## src/rtl/mem_arbiter.sv

```systemverilog
// Round-robin arbiter/sequencer sharing one registered-read word memory between
// an instruction-fetch port and a data read/write port.
module mem_arbiter #(
  parameter int WORDS  = 1024,
  parameter int ADDR_W = 22
) (
  input  logic              clk,
  input  logic              resetn,
  input  logic              i_valid,
  input  logic [ADDR_W-1:0] i_addr,
  output logic              i_ready,
  output logic [31:0]       i_rdata,
  output logic              i_err,
  input  logic              d_valid,
  input  logic [ADDR_W-1:0] d_addr,
  input  logic [3:0]        d_wstrb,
  input  logic [31:0]       d_wdata,
  output logic              d_ready,
  output logic [31:0]       d_rdata,
  output logic              d_err,
  output logic              m_is_inst,
  output logic [3:0]        m_wen,
  output logic [ADDR_W-1:0] m_addr,
  output logic [31:0]       m_wdata,
  input  logic [31:0]       m_rdata
);

  typedef enum logic [1:0] {IDLE, ISSUE, DONE} state_e;

  state_e            state_q, state_d;
  logic              lastInst_q, lastInst_d;
  logic              isInst_q, isInst_d;
  logic              isRead_q, isRead_d;
  logic              err_q, err_d;
  logic [3:0]        wen_q, wen_d;
  logic [ADDR_W-1:0] addr_q, addr_d;
  logic [31:0]       wdata_q, wdata_d;

  logic              pickInst;
  logic [ADDR_W-1:0] reqAddr;
  logic              reqErr;
  logic              doneRead;

  // On a tie the port that was not served last wins; a lone requester always wins.
  assign pickInst = i_valid && (!d_valid || !lastInst_q);
  assign reqAddr  = pickInst ? i_addr : d_addr;
  assign reqErr   = 32'(reqAddr) >= 32'(WORDS);

  always_comb begin
    state_d    = state_q;
    lastInst_d = lastInst_q;
    isInst_d   = isInst_q;
    isRead_d   = isRead_q;
    err_d      = err_q;
    wen_d      = wen_q;
    addr_d     = addr_q;
    wdata_d    = wdata_q;
    case (state_q)
      IDLE: begin
        wen_d = 4'b0000;
        if (i_valid || d_valid) begin
          lastInst_d = pickInst;
          isInst_d   = pickInst;
          addr_d     = reqAddr;
          err_d      = reqErr;
          if (pickInst) begin
            isRead_d = 1'b1;
            wdata_d  = 32'h0;
          end else begin
            isRead_d = (d_wstrb == 4'b0000);
            wdata_d  = d_wdata;
            wen_d    = reqErr ? 4'b0000 : d_wstrb;
          end
          state_d = ISSUE;
        end
      end
      ISSUE: begin
        wen_d   = 4'b0000;
        state_d = DONE;
      end
      DONE: begin
        state_d = IDLE;
      end
      default: begin
        wen_d   = 4'b0000;
        state_d = IDLE;
      end
    endcase
  end

  // Reset clears the write enable asynchronously, so a reset mid-ISSUE never writes.
  always_ff @(posedge clk or negedge resetn) begin
    if (!resetn) begin
      state_q    <= IDLE;
      lastInst_q <= 1'b1;
      isInst_q   <= 1'b0;
      isRead_q   <= 1'b0;
      err_q      <= 1'b0;
      wen_q      <= 4'b0000;
      addr_q     <= '0;
      wdata_q    <= 32'h0;
    end else begin
      state_q    <= state_d;
      lastInst_q <= lastInst_d;
      isInst_q   <= isInst_d;
      isRead_q   <= isRead_d;
      err_q      <= err_d;
      wen_q      <= wen_d;
      addr_q     <= addr_d;
      wdata_q    <= wdata_d;
    end
  end

  assign doneRead  = (state_q == DONE) && isRead_q && !err_q;

  assign i_ready   = (state_q == DONE) && isInst_q;
  assign i_err     = i_ready && err_q;
  assign i_rdata   = (doneRead && isInst_q) ? m_rdata : 32'h0;

  assign d_ready   = (state_q == DONE) && !isInst_q;
  assign d_err     = d_ready && err_q;
  assign d_rdata   = (doneRead && !isInst_q) ? m_rdata : 32'h0;

  assign m_is_inst = isInst_q;
  assign m_wen     = wen_q;
  assign m_addr    = addr_q;
  assign m_wdata   = wdata_q;

endmodule

```

## config.mk

```make
export PLATFORM = sky130hd
export DESIGN_NAME = mem_arbiter
export DESIGN_NICKNAME = d
export VERILOG_FILES = /design/src/rtl/mem_arbiter.sv
export SDC_FILE = /design/constraint.sdc
export NUM_CORES = 1
export LEC_CHECK = 0
export ABC_AREA = 1
export BUFFER_PORTS_ARGS = -buffer_cell sky130_fd_sc_hd__clkbuf_2
export CORE_MARGIN = 2
export CORE_UTILIZATION = 36
export CTS_CLUSTER_DIAMETER = 40
export DETAILED_ROUTE_END_ITERATION = 8
export GPL_ROUTABILITY_DRIVEN = 0
export GPL_TIMING_DRIVEN = 1
export PLACE_DENSITY = 0.81
export SLEW_MARGIN = 5
export SYNTH_ARGS = -nofsm -noshare
export SYNTH_HDL_FRONTEND = slang
export SYNTH_SLANG_ARGS = --single-unit
```

## constraint.sdc

```tcl
create_clock -name clk -period 1.3 [get_ports clk]
set_input_delay 0.065 -clock clk [delete_from_list [all_inputs] [get_ports clk]]
set_output_delay 0.065 -clock clk [all_outputs]
set_load 0.02 [all_outputs]
```

==> results.json <==
{
  "status": "complete, but fails checks",
  "violations": "setup timing",
  "boundaryPins": 243,
  "yosys_register_bits": 64,
  "ff_latch_area_mm2": 0.00160,
  "syn_area_per_cell_um2": 8.17,
  "drt_iter0_markers": 155,
  "multi_input_area_mm2": 0.00203,
  "antenna_found_initial": 0,
  "gr-total-overflow": 0,
  "dp_hpwl_mm": 8.40,
  "ys_seq_area_frac": 0.507,
  "power_density_mw_per_mm2": 1830,
  "clockBufferDepth": 2,
  "diodes": 0,
  "skew_ns": 0.0138,
  "hold_viol_final": 0,
  "worstPathMaxFanout": 25,
  "grt_pass1_vias": 4505,
  "yosysTopAreaCell": "dfrtp_1",
  "path_clk_slew_ns": 0.07,
  "setup_viol_count_final": 130,
  "ys_warn_count": 0,
  "rsz0062_at_grt": "true",
  "root_buffer": "clkbuf_8",
  "syn_to_final_growth_pct": 131,
  "viasPerCell": 5.06,
  "synth_top_area_share": 0.499,
  "grt_pass1_wl_mm": 22.5,
  "p_leak_uw": 0.00377,
  "vias": 4318,
  "drc": 0,
  "post_drt_wl_per_cell_um": 18.3,
  "r2r_start": "lastInst_q$_DFFE_PN1P_",
  "start_util": 0.366,
  "cp_data_arrival_time_ns": 1.67,
  "crit_start": "state_q[0]$_DFFE_PN0P_",
  "grt_max_degree": 65,
  "final_util": 0.847,
  "die_y_um": 97.7,
  "fin_crit_ns": 1.73,
  "portBuffers": 242,
  "routed_wl_mm": 15.6,
  "cts_tree": "built",
  "worstPathRequired_ns": 1.24,
  "rows": 34,
  "crit_chain": "nor2_4 -> inv_4 -> nor2_4 -> nand3_4 -> buf_12 -> nor2_4 -> clkbuf_2",
  "irDropWorstVdd_v": 0.00131,
  "worstMarginPinSlew_ns": 0.343,
  "clock-sinks": 64,
  "end_kind": "primary output",
  "worstSetupStartpointType": "register",
  "relSlewSlack": 0.771,
  "die_width_um": 97.7,
  "min_period_over_period": 1.33,
  "holdCritStartpoint": "i_addr[6]",
  "cap_violations": 0,
  "cts_buffers": 9,
  "synthesis.nets": 503,
  "critPathKind": "register to primary output",
  "fin_tns_setup_ns": -36.33,
  "critPathMostFrequentCell": "nor2_4",
  "grt.total_usage": 0.296,
  "slowest_delay_ns": 0.41,
  "ant_nets": 0,
  "min_path_type": "input pin to register",
  "slew_viol_final": 0,
  "clock_latency_ns": 0.33,
  "fin_ws_ns": -0.433,
  "htreeDepth": 3,
  "layout-drive-gt1-share": 0.628,
  "max_freq_ghz": 0.577,
  "die_area_mm2": 0.00955,
  "post_synth_instance_area_mm2": 0.00316,
  "finalNetCount": 857,
  "critPathSlowestCell": "dfrtp_1",
  "nFillCells": 467,
  "synthTopCellsByArea": "dfrtp_1 50%, nor2_1 9.5%, nand2_1 8.9%",
  "first_pass_iters": 5,
  "synthDistinctLibCells": 25,
  "netlist_instances": 387,
  "core-area_mm2": 0.00864
}
[where the power goes]
group          leakage [uW]  internal, uW  switching (uW)
Clock              0.000119          1260             784
Sequential         0.000795          2830             632
Combinational       0.00286          3720            4150
Total               0.00377          7810            5570
[what timing repair did]
item                                    CTS  global route
gates resized for setup                 115           104
hold endpoints to repair                105             0
endpoints found under the setup margin  129           130
pin swaps                                17            37
buffers inserted                         11            14
gates cloned                             10             7
hold buffers                             52             0
[layout make-up]
class	instances	share of cell area
clock inverter	6	0.0149
clock buffer	9	0.0169
sequential	64	0.219
inverter	57	0.0337
tap	108	0.0185
timing repair buffer	364	0.419
multi-input combinational	245	0.278
[per-layer routing]
| metal | GRT usage | vias to the layer above | routed length, um |
|---|---|---|---|
| li1 | - | 1938 | - |
| met1 | 0.325 | 2037 | 5300 |
| met2 | 0.556 | 294 | 8610 |
| met3 | 0.0633 | 49 | 1100 |
| met4 | 0.113 | 0 | 580 |
| met5 | 0 | - | 0 |
[final timing paths]
kind                            slack [ns]                     end  cells past startpoint
worst min-delay path                  0.04   m_addr[6]$_DFFE_PN0P_                      3
worst max-delay path                 -0.43             i_rdata[22]                      7
min in group asynchronous             0.29  m_wdata[6]$_DFFE_PN0P_                      3
worst min register to register        0.47  state_q[1]$_DFFE_PN0P_                      1
max in group asynchronous             0.69  lastInst_q$_DFFE_PN1P_                      3
worst max register to register       -0.34    m_wen[0]$_DFFE_PN0P_                      8
[cells in the mapped netlist (all sizes together)]
cell / n
nand4: 5
a22o: 32
a21oi: 1
nand2: 78
a31oi: 10
o21ai: 15
inv: 57
clkbuf: 3
dfstp: 1
nor2: 88
dfrtp: 63
buf: 19
nor3: 2
nand3: 4
nand3b: 9
[critical path, delay by kind of cell, from the launching register on]
family | cells | cell delay, ns
and+or+nand+nor | 4 | 0.45
buffers and inverters | 3 | 0.46
DFF | 1 | 0.41
[cell usage in the layout, fill, tap and decap left out, drive strengths merged]
cell type | netlist | final
nand3b | 9 | 9
nand2 | 78 | 79
buf | 19 | 95
dfstp | 1 | 1
bufinv | 0 | 3
dlygate4sd3 | 0 | 52
inv | 57 | 56
clkinv | 0 | 4
a21oi | 1 | 1
a31oi | 10 | 10
dfrtp | 63 | 63
clkbuf | 3 | 225
nor2 | 88 | 88
nand4 | 5 | 5
bufbuf | 0 | 1
a22o | 32 | 32
nor3 | 2 | 2
nand3 | 4 | 4
o21ai | 15 | 15
[kinds of logic after synthesis]
logic type      Yosys count  synth area share
buf+inv                  79             0.104
flops                    64             0.507
compound gates           58             0.136
simple gates            186             0.252
[registers in the layout (all words and copies together) (netlist names)]
name and count:
isRead_q 1, m_is_inst 1, m_addr 22, lastInst_q 1
m_wdata 32, state_q 2, m_wen 4, err_q 1
[through the flow]
stage          cell area, um2  instances  total power [uW]  hold slack [ns]  worst slack [ns]
6_report                 7320        853             13400           0.0437            -0.433
5_1_grt                  7320        853             14000           0.0168            -0.520
4_1_cts                  6810        838             12000           0.0129            -0.428
3_5_place_dp             5240        750              8470            0.106            -0.197
3_3_place_gp             5240        750              8300           0.0953            -0.119
2_1_floorplan            3740        387              6520           -0.231            -0.106
No activity file was read; power rests on OpenSTA's default activity.
